==> src/rtl/lcd_frame_fetch_ctrl.sv <==
`default_nettype none
// ===========================================================================
// lcd_frame_fetch_ctrl : burst read scheduler filling the LCD pixel FIFO, one
// frame per vsync. Macro LCD_FETCH_DBLBUF_EN adds ping-pong base select. Rev 1.0
// ===========================================================================
module lcd_frame_fetch_ctrl #(
  parameter int ADDR_W     = 24,
  parameter int BURST_LEN  = 64,
  parameter int FIFO_DEPTH = 512,
  parameter int LEVEL_W    = 10
) (
  input  logic              sys_clk,
  input  logic              sys_rst_n,
  input  logic              ctrl_en,
  input  logic              out_vsync,
  input  logic [10:0]       h_disp,
  input  logic [10:0]       v_disp,
  input  logic [ADDR_W-1:0] frame_base,
`ifdef LCD_FETCH_DBLBUF_EN
  input  logic [ADDR_W-1:0] frame_base_b,
  input  logic              buf_sel,
  output logic              cur_buf,
`endif
  input  logic [LEVEL_W-1:0] fifo_level,
  output logic              fifo_flush,
  output logic              rd_req,
  output logic [ADDR_W-1:0] rd_addr,
  output logic [7:0]        rd_len,
  input  logic              rd_ack,
  input  logic              rd_done,
  output logic              frame_active,
  output logic              frame_done,
  output logic              underrun
);

  localparam int          REM_W       = 22;
  localparam int unsigned LEVEL_LIMIT = FIFO_DEPTH - BURST_LEN;

  typedef enum logic [2:0] {
    S_IDLE  = 3'd0,
    S_FLUSH = 3'd1,
    S_CHECK = 3'd2,
    S_REQ   = 3'd3,
    S_WAIT  = 3'd4
  } state_t;

  state_t             state_q, state_d;
  logic [2:0]         vs_q;
  logic [1:0]         flush_cnt_q, flush_cnt_d;
  logic [ADDR_W-1:0]  addr_q, addr_d;
  logic [ADDR_W-1:0]  rd_addr_q, rd_addr_d;
  logic [7:0]         rd_len_q, rd_len_d;
  logic [10:0]        h_q, h_d, v_q, v_d;
  logic [REM_W-1:0]   remaining_q, remaining_d;
  logic               pending_q, pending_d;
  logic               fse;
  logic               level_ok;
  logic               latch;
  logic [7:0]         burst_len;
  logic [ADDR_W-1:0]  base_sel;

  assign fse       = vs_q[1] & ~vs_q[2];
  assign level_ok  = 32'(fifo_level) <= LEVEL_LIMIT;
  assign burst_len = (remaining_q < REM_W'(BURST_LEN)) ? remaining_q[7:0] : 8'(BURST_LEN);

`ifdef LCD_FETCH_DBLBUF_EN
  logic cur_buf_q, cur_buf_d;
  assign base_sel = buf_sel ? frame_base_b : frame_base;
  assign cur_buf  = cur_buf_q;
`else
  assign base_sel = frame_base;
`endif

  assign fifo_flush   = (state_q == S_FLUSH);
  assign rd_req       = (state_q == S_REQ);
  assign frame_active = (state_q != S_IDLE);
  assign rd_addr      = rd_addr_q;
  assign rd_len       = rd_len_q;
  // A restart only counts as an underrun if words of the old frame are still owed.
  assign underrun     = fse && (state_q != S_IDLE) && (remaining_q != '0);

  always_comb begin
    state_d     = state_q;
    flush_cnt_d = flush_cnt_q;
    addr_d      = addr_q;
    rd_addr_d   = rd_addr_q;
    rd_len_d    = rd_len_q;
    h_d         = h_q;
    v_d         = v_q;
    remaining_d = remaining_q;
    pending_d   = pending_q;
    frame_done  = 1'b0;
    latch       = 1'b0;

    case (state_q)
      S_IDLE: begin
        if (fse && ctrl_en) begin
          latch   = 1'b1;
          state_d = S_FLUSH;
        end
      end
      S_FLUSH: begin
        remaining_d = REM_W'(h_q) * REM_W'(v_q);
        flush_cnt_d = flush_cnt_q + 2'd1;
        if (flush_cnt_q == 2'd3) state_d = S_CHECK;
      end
      S_CHECK: begin
        if (pending_q) begin
          pending_d = 1'b0;
          if (ctrl_en) begin
            latch   = 1'b1;
            state_d = S_FLUSH;
          end else begin
            state_d = S_IDLE;
          end
        end else if (remaining_q == '0) begin
          frame_done = 1'b1;
          state_d    = S_IDLE;
        end else if (!ctrl_en) begin
          state_d = S_IDLE;
        end else if (level_ok) begin
          rd_addr_d = addr_q;
          rd_len_d  = burst_len;
          state_d   = S_REQ;
        end
      end
      S_REQ: begin
        if (rd_ack) state_d = S_WAIT;
      end
      S_WAIT: begin
        if (rd_done) begin
          addr_d      = addr_q + ADDR_W'(rd_len_q);
          remaining_d = remaining_q - REM_W'(rd_len_q);
          state_d     = S_CHECK;
        end
      end
      default: state_d = S_IDLE;
    endcase

    if (latch) begin
      addr_d      = base_sel;
      h_d         = h_disp;
      v_d         = v_disp;
      flush_cnt_d = 2'd0;
    end

    // Set after the CHECK clear so a same-cycle new edge is never lost.
    if (fse && (state_q != S_IDLE)) pending_d = 1'b1;
  end

`ifdef LCD_FETCH_DBLBUF_EN
  always_comb begin
    cur_buf_d = cur_buf_q;
    if (latch) cur_buf_d = buf_sel;
  end
`endif

  always_ff @(posedge sys_clk) begin
    if (!sys_rst_n) begin
      state_q     <= S_IDLE;
      vs_q        <= 3'b000;
      flush_cnt_q <= 2'd0;
      addr_q      <= '0;
      rd_addr_q   <= '0;
      rd_len_q    <= 8'd0;
      h_q         <= 11'd0;
      v_q         <= 11'd0;
      remaining_q <= '0;
      pending_q   <= 1'b0;
`ifdef LCD_FETCH_DBLBUF_EN
      cur_buf_q   <= 1'b0;
`endif
    end else begin
      state_q     <= state_d;
      vs_q        <= {vs_q[1:0], out_vsync};
      flush_cnt_q <= flush_cnt_d;
      addr_q      <= addr_d;
      rd_addr_q   <= rd_addr_d;
      rd_len_q    <= rd_len_d;
      h_q         <= h_d;
      v_q         <= v_d;
      remaining_q <= remaining_d;
      pending_q   <= pending_d;
`ifdef LCD_FETCH_DBLBUF_EN
      cur_buf_q   <= cur_buf_d;
`endif
    end
  end

endmodule
`default_nettype wire

==> config.mk <==
export PLATFORM = sky130hd
export DESIGN_NAME = lcd_frame_fetch_ctrl
export DESIGN_NICKNAME = d
export VERILOG_FILES = /design/src/rtl/lcd_frame_fetch_ctrl.sv
export SDC_FILE = /design/constraint.sdc
export NUM_CORES = 1
export LEC_CHECK = 0
export CAP_MARGIN = 0
export CORE_MARGIN = 4
export CORE_UTILIZATION = 34
export CTS_BUF_LIST = sky130_fd_sc_hd__clkbuf_8
export DETAILED_ROUTE_END_ITERATION = 8
export GPL_ROUTABILITY_DRIVEN = 0
export GPL_TIMING_DRIVEN = 1
export SKIP_CTS_REPAIR_TIMING = 1
export SLEW_MARGIN = 20
export SYNTH_ARGS = -nofsm -noshare
export SYNTH_HDL_FRONTEND = slang
export SYNTH_SLANG_ARGS = --single-unit
==> constraint.sdc <==
create_clock -name sys_clk -period 6.2 [get_ports sys_clk]
set_input_delay 1.24 -clock sys_clk [delete_from_list [all_inputs] [get_ports sys_clk]]
set_output_delay 1.24 -clock sys_clk [all_outputs]
set_load 0.1 [all_outputs]
==> Word-level counts from Yosys, hierarchy flattened <==
Index checks and enable logic that the tools add are counted.
{ "classes": {"bitwise": 5, "n_mux": 25, "addsub": 3, "mul": 1, "n_eq_ne": 10, "reduce_logical": 16, "n_lt_le_gt_ge": 2} }
{ "op_table": {"columns": ["op", "n"], "rows": [
  ["2-to-1 mux 24 bit", 3],
  ["one-hot mux 22 bit (2 select lines)", 1],
  ["adder 24 x 8 -> 24 bit", 1],
  ["2-to-1 mux 3 bit", 8],
  ["zero test 22 bit", 1],
  ["< comparator 22 x 7 -> 1 bit (second input constant)", 1],
  ["multiplier 11 x 11 -> 22 bit", 1],
  ["2-to-1 mux 22 bit", 1],
  ["nonzero test 22 bit", 1],
  ["subtractor 22 x 8 -> 22 bit", 1],
  ["one-hot mux 3 bit (5 select lines)", 1],
  ["less-or-equal comparator 10 x 9 -> 1 bit (second input constant)", 1],
  ["AND reduction 5 bit", 2],
  ["2-to-1 mux 1 bit", 9],
  ["2-to-1 mux 8 bit", 1],
  ["nonzero test 2 bit", 4],
  ["== test 3 x 2 -> 1 bit (second input constant)", 2],
  ["inequality test 5 bit (second input constant)", 1],
  ["inequality test 2 x 1 -> 1 bit (second input constant)", 2],
  ["inequality test 2 bit (second input constant)", 2],
  ["NOT 1 bit", 4],
  ["AND reduction 2 bit", 2],
  ["== test 3 x 1 -> 1 bit (second input constant)", 1],
  ["== test 3 bit (second input constant)", 1],
  ["8 further kinds", 10]
]} }
{ "totals": {"inputBits": 62, "elab_cells": 72, "reg_bits": 109, "output_inout_bits": 37} }

==> Logic depth before layout (Yosys ltp) <==
{ "logic_depth": {"depth_word": 7, "depth_mapped": 21} }

==> Worst setup path before layout <==
Ideal clock, no wire load.
{ "synth_timing": {"kind": "flip-flop to flip-flop", "start": "register h_q[0]", "end": "register remaining_q[21]", "path_stages_with_launch": 19, "arrival_time_ns": 4.854, "slack_ns": 1.165, "setup_ns": 0.181, "cell_sequence": "dfxtp_1 -> clkbuf_1 -> nand2_1 -> fa_1 -> fa_1 -> inv_1 -> fa_1 -> fa_1 -> inv_1 -> fa_1 -> inv_1 -> ha_1 -> a21oi_1 -> nand2_1 -> o21ai_2 -> o21ai_1 -> a2111oi_2 -> xnor2_1 -> a21oi_1"} }
{ "synth_via": {"elab_chain_len": 2} }
{ "synth_rtl": {"columns": ["item", "line_no", "rtl"], "rows": [
  ["start, declared", "53", "logic [10:0] h_q, h_d, v_q, v_d;"],
  ["start signal, assigned", "166", "h_q <= 11'd0;"],
  ["start signal, assigned", "180", "h_q <= h_d;"],
  ["multiplier 11 x 11 -> 22 bit", "103", "remaining_d = REM_W'(h_q) * REM_W'(v_q);"],
  ["one-hot mux 22 bit (2 select lines)", "95", "case (state_q)"],
  ["end signal, assigned", "182", "remaining_q <= remaining_d;"],
  ["end, declared", "54", "logic [REM_W-1:0] remaining_q, remaining_d;"]
]} }
Every way passes these cells.
A chain may end at the register's enable or synchronous reset.

==> Final worst setup path <==
Same ends and word-level chain as after synthesis.

==> summary.md <==
| Metric | Value |
|---|---|
| Status | complete, no violations |
| FF+latch area | 2180 um2 |
| Hold path start | vs_q[0]$_SDFF_PN0_ |
| H-tree levels | 3 |
| Register bit count reported by yosys | 109 |
| Ys async rst share | 0% |
| Nets@finish | about 1500 |
| DRT antenna net count | 0 |
| Yosys warns | 0 |
| Syn Area/Cell | 8.00 um2 |
| GRT Residual Overflow | 0 |
| First-iteration detailed-routing DRC count | 483 |
| Clock latency on the worst-skew pair | 0.42 ns |
| Seq/Total Area, Yosys | 22.6% |
| Area share of the largest cell type after synthesis | between 20 and 25% |
| Pin count of the biggest net entering global routing | 76 |
| Vias after detailed routing | 8326 |
| Tot GR Track Use | roughly 17% |
| Die W | between 150 and 200 um |
| Filler cell count | 2881 |
| CTS sink cnt | 109 |
| Critical-path maximum fanout | 12 |
| Sum Neg Setup Slack | 0 ns |
| Clk slew on worst S/H paths | 0.12 ns |
| Final hold violations | 0 |
| Critical Path Source | h_q[0]$_SDFFE_PN0P_ |
| Top area cells in the synthesized netlist | dfxtp_1, fa_1, ha_1 |
| Peak VDD IR | 0.000175 V |
| Hold Path Class | reg -> reg |
| Hold slack final | 0.454 ns |
| CTS Buf Count | 9 |
| CTS Buffer Depth | 2 |
| Vias in the first global route | 8401 |
| Crit-path cells | nand2_1 -> fa_1 -> fa_1 -> inv_1 -> fa_1 -> fa_1 -> inv_1 -> fa_1 -> inv_1 -> ha_1 -> a21oi_1 -> nand2_1 -> o21ai_2 -> o21ai_1 -> a2111oi_2 -> xnor2_1 -> a21oi_1 |
| Post-synth EDFFs | 0 |
| First-pass GRT wire length | approximately 43 mm |
| Clock Tree Root | clkbuf_8 |
| WL/cell | 15.9 um |
| Crit-path leading delay family | adder cells |
| Pre-CTS setup slack | ~0.89 ns |
| Top cell by count, worst path | fa_1 |
| Worst Path Class, Setup | reg -> reg |
| TritonRoute pass-1 iters | 5 |
| Slowest CP cell | dfxtp_1 |
| Final Worst Setup Slack | 0.853 ns |
| Cells after Synth | 1206 |
| Commonest cells in the netlist | nand2_1, inv_1, dfxtp_1 |
| RSZ-0062 raised after global routing | false |
| CTS tree | done |
| Die area | 31100 um2 |
| Post-Syn Nets | around 1400 |
| Slew @ Worst Pin | 1.01 ns |
| IO Count | 99 |
| Core area | 27900 um2 |
| Number of diodes | 0 |
| Worst EP required | 6.49 ns |
| Worst Path Buf+Inv | 3 |
| Leakage | 0.00457 uW |
| Final worst path period need | roughly 5.3 ns |
| Leading area contributor after synthesis | dfxtp_1 |
| Critical Path AT | 5.64 ns |
| Port buffer count | 98 |
| Maxcap violations | 0 |
| FF-to-FF Start | h_q[0]$_SDFFE_PN0P_ |
| Cell area after synthesis | 9650 um2 |
| Starting density of the core | about a third |
| Final Slew Violations | 0 |
| Slew Limit Headroom | between 30% and 40% |
| Top-count cell post-synth | nand2_1 |
| CP max stage delay | 0.56 ns |
| Row count | 61 |
| Layout cell share with drive strength beyond 1 | 3.58% |
| Synth cell types | 67 |
| Most used flip-flop cell after synthesis | dfxtp_1 |
| Vert. Die Dim | ~180 um |
| Footprint of the multi-input gates | around 6700 um2 |
| Final setup vio count | 0 |
| Fmax | 187 MHz |
| DP HPWL | between 15 and 20 mm |
| Final worst path period share | 86.2% |
| Post-DR vias/cell | about 5 |
| Pwr/cell area | around 160 nW/um2 |
| Startpoint types | flip-flop |
| Initial antenna violation count | 0 |
| Setup Skew | 0.0290 ns |
| CP Capture Type | flip-flop |
| Number of remaining DRC errors | 0 |
| Routed WL | 26.0 mm |
| Area growth, synth to finish | 14.8% |
## cell families after synthesis
group / after synthesis / synth area share (%)
AOI/OAI and AO/OA: 267 / 17.3
and+or+nand+nor: 442 / 22.1
muxes: 4 / 0.428
adders and majority gates: 159 / 27.0
buffers and inverters: 197 / 8.00
DFF: 109 / 22.6
xor gates and xnor gates: 28 / 2.54
## worst reg2reg max path, delay by kind of cell, from the launching register on
| family | cells | cell delay [ns] |
|---|---|---|
| xor+xnor | 1 | 0.19 |
| compound gates | 5 | 1.04 |
| flops | 1 | 0.56 |
| simple gates | 2 | 0.24 |
| fa+ha+maj | 6 | 3.03 |
| buf+inv | 3 | 0.16 |
## worst paths after layout
path | to | slack [ns] | cells past startpoint
hold reg to reg | vs_q[1]$_SDFF_PN0_ | 0.45 | 1
setup / recovery | remaining_q[21]$_SDFFE_PN0P_ | 0.85 | 17
hold / removal | vs_q[1]$_SDFF_PN0_ | 0.45 | 1
setup reg to reg | remaining_q[21]$_SDFFE_PN0P_ | 0.85 | 17
## cell usage in the layout (no fill, tap or decap), types with 8 or more instances in the layout
cell type          n
xor2_1            10
nor2_1            67
o21a_1            12
a221oi_1           8
a21oi_1          103
nor3_1            15
nor2b_1           11
a31oi_1           10
dfxtp_1          109
xnor2_1           18
a211oi_1          24
and2_1            77
clkbuf_8           9
inv_1            127
o21ai_0           50
nand3_1           23
ha_1              77
fa_1              82
and3_1            10
nand2_1          196
clkdlybuf4s50_1   98
## sequential cells by signal, indices dropped and copies added, names as in the netlist
| name | flops |
|---|---|
| addr_q | 24 |
| flush_cnt_q | 2 |
| h_q | 11 |
| pending_q | 1 |
| rd_addr | 24 |
| rd_len | 8 |
| remaining_q | 22 |
| state_q | 3 |
| v_q | 11 |
| vs_q | 3 |
## power by group
group          switching (uW)  total [uW]  internal, uW
Sequential               49.9         784           734
Combinational             348         564           216
Clock                     303         469           165
## metrics by stage
step / cell area, um2 / instances / utilization (%) / total power (uW)
5_1_grt: 11100 / 1636 / 39.8 / 1930
3_3_place_gp: 10900 / 1620 / 39.0 / 1360
6_report: 11100 / 1636 / 39.8 / 1820
2_1_floorplan: 9650 / 1206 / - / 1190
3_5_place_dp: 10900 / 1620 / 39.0 / 1360
4_1_cts: 11100 / 1636 / 39.7 / 1830
## layer usage
layer / wire length (um) / share of wire (%) / vias up / track usage [%]
li1: - / - / 4110 / -
met1: 12700 / 49 / 4001 / 24.8
met2: 11800 / 46 / 186 / 26.7
met3: 1130 / 4.3 / 29 / 2.96
met4: 354 / 1.4 / 0 / 3.51
met5: 0 / 0 / - / 0
## area by class of cell
cell class | count | area share [%]
inverter | 129 | 4.37
multi-input combinational | 900 | 60.5
tap | 378 | 4.27
sequential | 109 | 19.7
clock buffer | 9 | 1.12
timing repair buffer | 104 | 9.26
clock inverter | 7 | 0.746
Power figures use the tool's default switching activity.
